### config.mk
export PLATFORM = sky130hd
export DESIGN_NAME = seq_check_ctrl
export DESIGN_NICKNAME = d
export VERILOG_FILES = /design/src/rtl/seq_check_ctrl.sv
export SDC_FILE = /design/constraint.sdc
export NUM_CORES = 1
export LEC_CHECK = 0
export CAP_MARGIN = 15
export CORE_MARGIN = 5
export CORE_UTILIZATION = 37
export CTS_CLUSTER_SIZE = 20
export DETAILED_ROUTE_END_ITERATION = 7
export PLACE_DENSITY_LB_ADDON = 0.1
export SLEW_MARGIN = 40
export SYNTH_ARGS = -nofsm -noshare
export SYNTH_HDL_FRONTEND = slang
export SYNTH_SLANG_ARGS = --single-unit
### constraint.sdc
create_clock -name clk -period 2.6 [get_ports clk]
set_input_delay 0.78 -clock clk [delete_from_list [all_inputs] [get_ports clk]]
set_output_delay 0.78 -clock clk [all_outputs]
set_load 0.01 [all_outputs]
### src/rtl/seq_check_ctrl.sv
// Job controller feeding a 2-bit seq_check detector from a byte stream.
// Flushes checker history, serialises bytes MSB-first, counts flag pulses.
module seq_check_ctrl #(
  parameter int CNT_W     = 8,
  parameter int DRAIN_CYC = 2
) (
  input  logic             clk,
  input  logic             rst_n,
  input  logic             start,
  input  logic [7:0]       len,
  input  logic [7:0]       in_data,
  input  logic             in_valid,
  output logic             in_ready,
  output logic [1:0]       chk_data,
  input  logic             chk_flag,
  output logic             busy,
  output logic             done,
  output logic [CNT_W-1:0] match_cnt,
  output logic             sat,
  output logic             underrun
);

  typedef enum logic [2:0] {
    S_IDLE, S_FLUSH, S_RUN, S_DRAIN, S_DONE
  } state_e;

  localparam logic [3:0]       DRAIN_LAST = 4'(DRAIN_CYC - 1);
  localparam logic [CNT_W-1:0] CNT_ONE    = 1;

  state_e           state_q, state_d;
  logic [8:0]       len_q, len_d;
  logic [8:0]       acc_q, acc_d;
  logic [3:0]       cyc_q, cyc_d;
  logic [1:0]       pend_q, pend_d;
  logic [5:0]       sh_q, sh_d;
  logic [1:0]       chk_q, chk_d;
  logic [CNT_W-1:0] cnt_q, cnt_d;
  logic             sat_q, sat_d;
  logic             und_q, und_d;
  logic             more;
  logic             accept;
  logic             counting;

  assign more     = (acc_q != len_q);
  assign accept   = in_ready & in_valid;
  assign counting = (state_q == S_RUN) || (state_q == S_DRAIN);

  always_ff @(posedge clk or negedge rst_n) begin
    if (!rst_n) state_q <= S_IDLE;
    else        state_q <= state_d;
  end

  always_comb begin
    state_d = state_q;
    unique case (state_q)
      S_IDLE:  if (start) state_d = S_FLUSH;
      S_FLUSH: if (cyc_q == 4'd3) state_d = S_RUN;
      S_RUN:   if (pend_q == 2'd0 && !more) state_d = S_DRAIN;
      S_DRAIN: if (cyc_q == DRAIN_LAST) state_d = S_DONE;
      S_DONE:  state_d = S_IDLE;
      default: state_d = S_IDLE;
    endcase
  end

  // pend_q == 0 means the current byte's last symbol is on chk_data or none is pending
  always_comb begin
    busy     = (state_q != S_IDLE);
    done     = (state_q == S_DONE);
    in_ready = ((state_q == S_FLUSH) && (cyc_q == 4'd3)) ||
               ((state_q == S_RUN) && more && (pend_q == 2'd0));
  end

  always_comb begin
    len_d  = len_q;
    acc_d  = acc_q;
    cyc_d  = cyc_q;
    pend_d = pend_q;
    sh_d   = sh_q;
    chk_d  = 2'b00;
    cnt_d  = cnt_q;
    sat_d  = sat_q;
    // an open ready window with no byte leaves the next slot empty
    und_d  = und_q | (in_ready & ~in_valid);
    if (state_q == S_IDLE && start) begin
      len_d  = {len == 8'd0, len};
      acc_d  = '0;
      cyc_d  = '0;
      pend_d = '0;
      cnt_d  = '0;
      sat_d  = 1'b0;
      und_d  = 1'b0;
    end
    if (state_q == S_FLUSH || state_q == S_DRAIN) begin
      cyc_d = (state_d == state_q) ? cyc_q + 4'd1 : 4'd0;
    end
    if (accept) begin
      chk_d  = in_data[7:6];
      sh_d   = in_data[5:0];
      pend_d = 2'd3;
      acc_d  = acc_q + 9'd1;
    end else if (state_q == S_RUN && pend_q != 2'd0) begin
      chk_d  = sh_q[5:4];
      sh_d   = {sh_q[3:0], 2'b00};
      pend_d = pend_q - 2'd1;
    end
    if (counting && chk_flag) begin
      if (&cnt_q) sat_d = 1'b1;
      else        cnt_d = cnt_q + CNT_ONE;
    end
  end

  always_ff @(posedge clk or negedge rst_n) begin
    if (!rst_n) begin
      len_q  <= '0;
      acc_q  <= '0;
      cyc_q  <= '0;
      pend_q <= '0;
      sh_q   <= '0;
      chk_q  <= '0;
      cnt_q  <= '0;
      sat_q  <= 1'b0;
      und_q  <= 1'b0;
    end else begin
      len_q  <= len_d;
      acc_q  <= acc_d;
      cyc_q  <= cyc_d;
      pend_q <= pend_d;
      sh_q   <= sh_d;
      chk_q  <= chk_d;
      cnt_q  <= cnt_d;
      sat_q  <= sat_d;
      und_q  <= und_d;
    end
  end

  assign chk_data  = chk_q;
  assign match_cnt = cnt_q;
  assign sat       = sat_q;
  assign underrun  = und_q;

endmodule

==> flow_summary.yaml <==
synth:
  synthesis.area_sq_mm: 0.00244
  netlist_top_cells_area: "dfrtp_1 (46%), nand2_1 (6.5%), o21ai_0 (2.9%)"
  synth_top_area_share: 0.462
  ys_ff_latch: 45
  syn_area_per_cell_sq_um: 9.91
  syn_nets: 272
  yosysWarnings: 0
  synth.distinct_cells: 52
  async_flop_share: 1.00
  synth-seq-area-share: 0.462
  synth_edf_count: 0
  synth_flop_cell: "dfrtp_1"
  syn_inst: 246
  synth_top_area_cell: "dfrtp_1"
clocking:
  cts_tree: "yes"
  insertion_delay_ns: 0.30
  clk_pin_slew_ns: 0.08
  numCtsBuffers: 5
  cts_root_buf: "clkbuf_8"
  htree_levels: 2
  cts_sinks: 45
  cts_buffer_depth: 2
sta:
  tns_ns: 0
  drv_slew: 0
  finalCriticalPeriod_ns: 2.47
  tightest_slew_ns: 0.605
  fin_ws_ns: 0.126
  setup_viol: 0
  skew_ns: 0.00609
  rsz0062_at_grt: "no"
  fin_crit_sh: 0.952
  slew_headroom: 0.597
  hold_viol: 0
  fmax_ghz: 0.404
pwr:
  vdd_drop_max_mv: 0.366
  p_per_area_mw_per_mm2: 882
  switching_share: 0.378
  comb_power_share: 0.433
  p_int_mw: 1.67
  pwr-share-clk: 0.158
  p_sw_mw: 1.01
  leakage_nw: 1.32
  power_mw: 2.68
  power_frac_seq: 0.408
layout:
  area_growth_pct: 24.8
  drive_gt1_frac: 0.138
  insertedDiodeCount: 0
  nets: 323
worst_setup_path:
  start_kind: "register"
  worst_ep_required_time_ns: 1.82
  crit_type: "reg2out"
  crit_path_end_kind: "output pin"
  critPathMaxFanout: 5
  arrival_ns: 1.69
grt:
  grt_overflow: 0
  track_usage: 0.137
  antenna_found_initial: 0
  grt_max_degree: 26
  first_global_vias: 1955
  grt_pass1_wl_microns: 9450
status:
  status: "completed"
floorplan:
  die_h_microns: 91.2
  die-area_sq_mm: 0.00831
  chipWidth_microns: 91.2
  start_util: 0.382
  fp-row-count: 29
  fp.coreArea_sq_mm: 0.00639
  ios: 36
routing:
  drt_iter0_drc: 50
  num_vias: 1964
  routedWlPerCell_microns: 14.4
  dr.pass1.iters: 4
  ant_nets: 0
  viasPerCell: 5.24
  drc: 0
  drt-total-wl_microns: 5410
place:
  place_hpwl_microns: 3990
  portBuffers: 35
  place_ws_ns: 0.162
  gp_congestion: 0.757
run:
  drv_cap: 0
hold_path:
  hold_path_class: "in2async"
## synth_stat cells, types with 3 or more instances
cell type  instances
ha_1               5
nor2_1            14
buf_6              6
or3_1              3
xnor2_1            8
inv_1              8
o211ai_1           5
nand2_1           42
and3_1             3
nand4_1            3
dfrtp_1           45
nor3b_1            3
o21ai_0           14
o31ai_1            3
a31o_1             7
a221o_1            4
nor3_1             3
nand3_1           13
clkbuf_1           5
o211a_1            4
nand2b_1           4
a211oi_1           6
## power by group through the flow
stage	sequential, mW	clock (mW)	combinational, mW
4_1_cts	1.10	0.451	1.18
3_5_place_dp	1.12	0	1.16
6_report	1.10	0.425	1.16
3_3_place_gp	1.11	0	1.15
5_1_grt	1.13	0.482	1.31
2_1_floorplan	1.07	0	0.781
## area by class of cell
class                      instances  area [sq um]
fill                             622          3340
multi-input combinational        182          1200
sequential                        45          1130
timing repair buffer              55           507
tap                               77          96.3
clock buffer                       7          76.3
inverter                           8          30.0
clock inverter                     1          7.51
## state kept, by name, summed over array words and instances (netlist names), 2 cells and up
| signal | flops |
|---|---|
| chk_data | 2 |
| match_cnt | 8 |
| cyc_q | 4 |
| acc_q | 9 |
| sh_q | 6 |
| pend_q | 2 |
| state_q | 3 |
| len_q | 9 |
## metrics by stage
step | cells | utilization | hold WS [ns] | cell area (sq um)
6_report | 375 | 0.477 | 0.483 | 3040
3_3_place_gp | 366 | 0.462 | 0.482 | 2950
2_1_floorplan | 246 | - | 0.466 | 2440
3_5_place_dp | 366 | 0.462 | 0.484 | 2950
4_1_cts | 375 | 0.477 | 0.490 | 3040
5_1_grt | 375 | 0.477 | 0.505 | 3040
## critical path, stage by stage (launching register included)
cell and delay, ns:
dfrtp_1 0.45, buf_4 0.18, nor3_1 0.23, inv_1 0.07, clkdlybuf4s50_1 0.48
## cell usage in the layout, fill, tap and decap left out, types with 3 or more instances in the layout
master           count
clkdlybuf4s50_1     33
buf_4               19
a221o_1              4
ha_1                 5
inv_1                8
and3_1               3
a211oi_1             6
o21ai_0             14
nand2_1             42
o31ai_1              3
nand4_1              3
o211a_1              4
nand2b_1             4
xnor2_1              8
o211ai_1             5
or3_1                3
nor2_1              14
clkbuf_8             5
nand3_1             13
a31o_1               7
dfrtp_1             45
nor3b_1              3
## timing repair
| action | in CTS | in global routing |
|---|---|---|
| buffers inserted | 1 | 0 |
| endpoints found under the setup margin | 1 | 0 |
| hold buffers | 0 | 0 |
| gates resized for setup | 2 | 0 |
## kinds of logic after synthesis
kind of cell / after synthesis / share of synthesized area
simple gates: 107 / 0.239
compound gates: 58 / 0.179
flops: 45 / 0.462
buf+inv: 19 / 0.0477
xor+xnor: 11 / 0.0426
fa+ha+maj: 5 / 0.0257
mux: 1 / 0.00462
## layer usage
layer / track usage / vias to the layer above / part of all wire
li1: - / 985 / -
met1: 0.183 / 936 / 0.49
met2: 0.222 / 36 / 0.46
met3: 0.0298 / 7 / 0.042
met4: 0.0403 / 0 / 0.012
met5: 0 / - / 0
## worst paths after layout
kind	from	end	slack, ns	depth (start not counted)
min reg2reg	len_q[3]	len_q[3]	0.50	2
min in group clk	len_q[3]	len_q[3]	0.50	2
max reg2reg	acc_q[5]	sh_q[2]	0.50	6
min	rst_n	underrun	0.48	1
max in group asynchronous	rst_n	len_q[5]	1.49	2
max	state_q[1]	busy	0.13	4
Power figures use the tool's default switching activity.
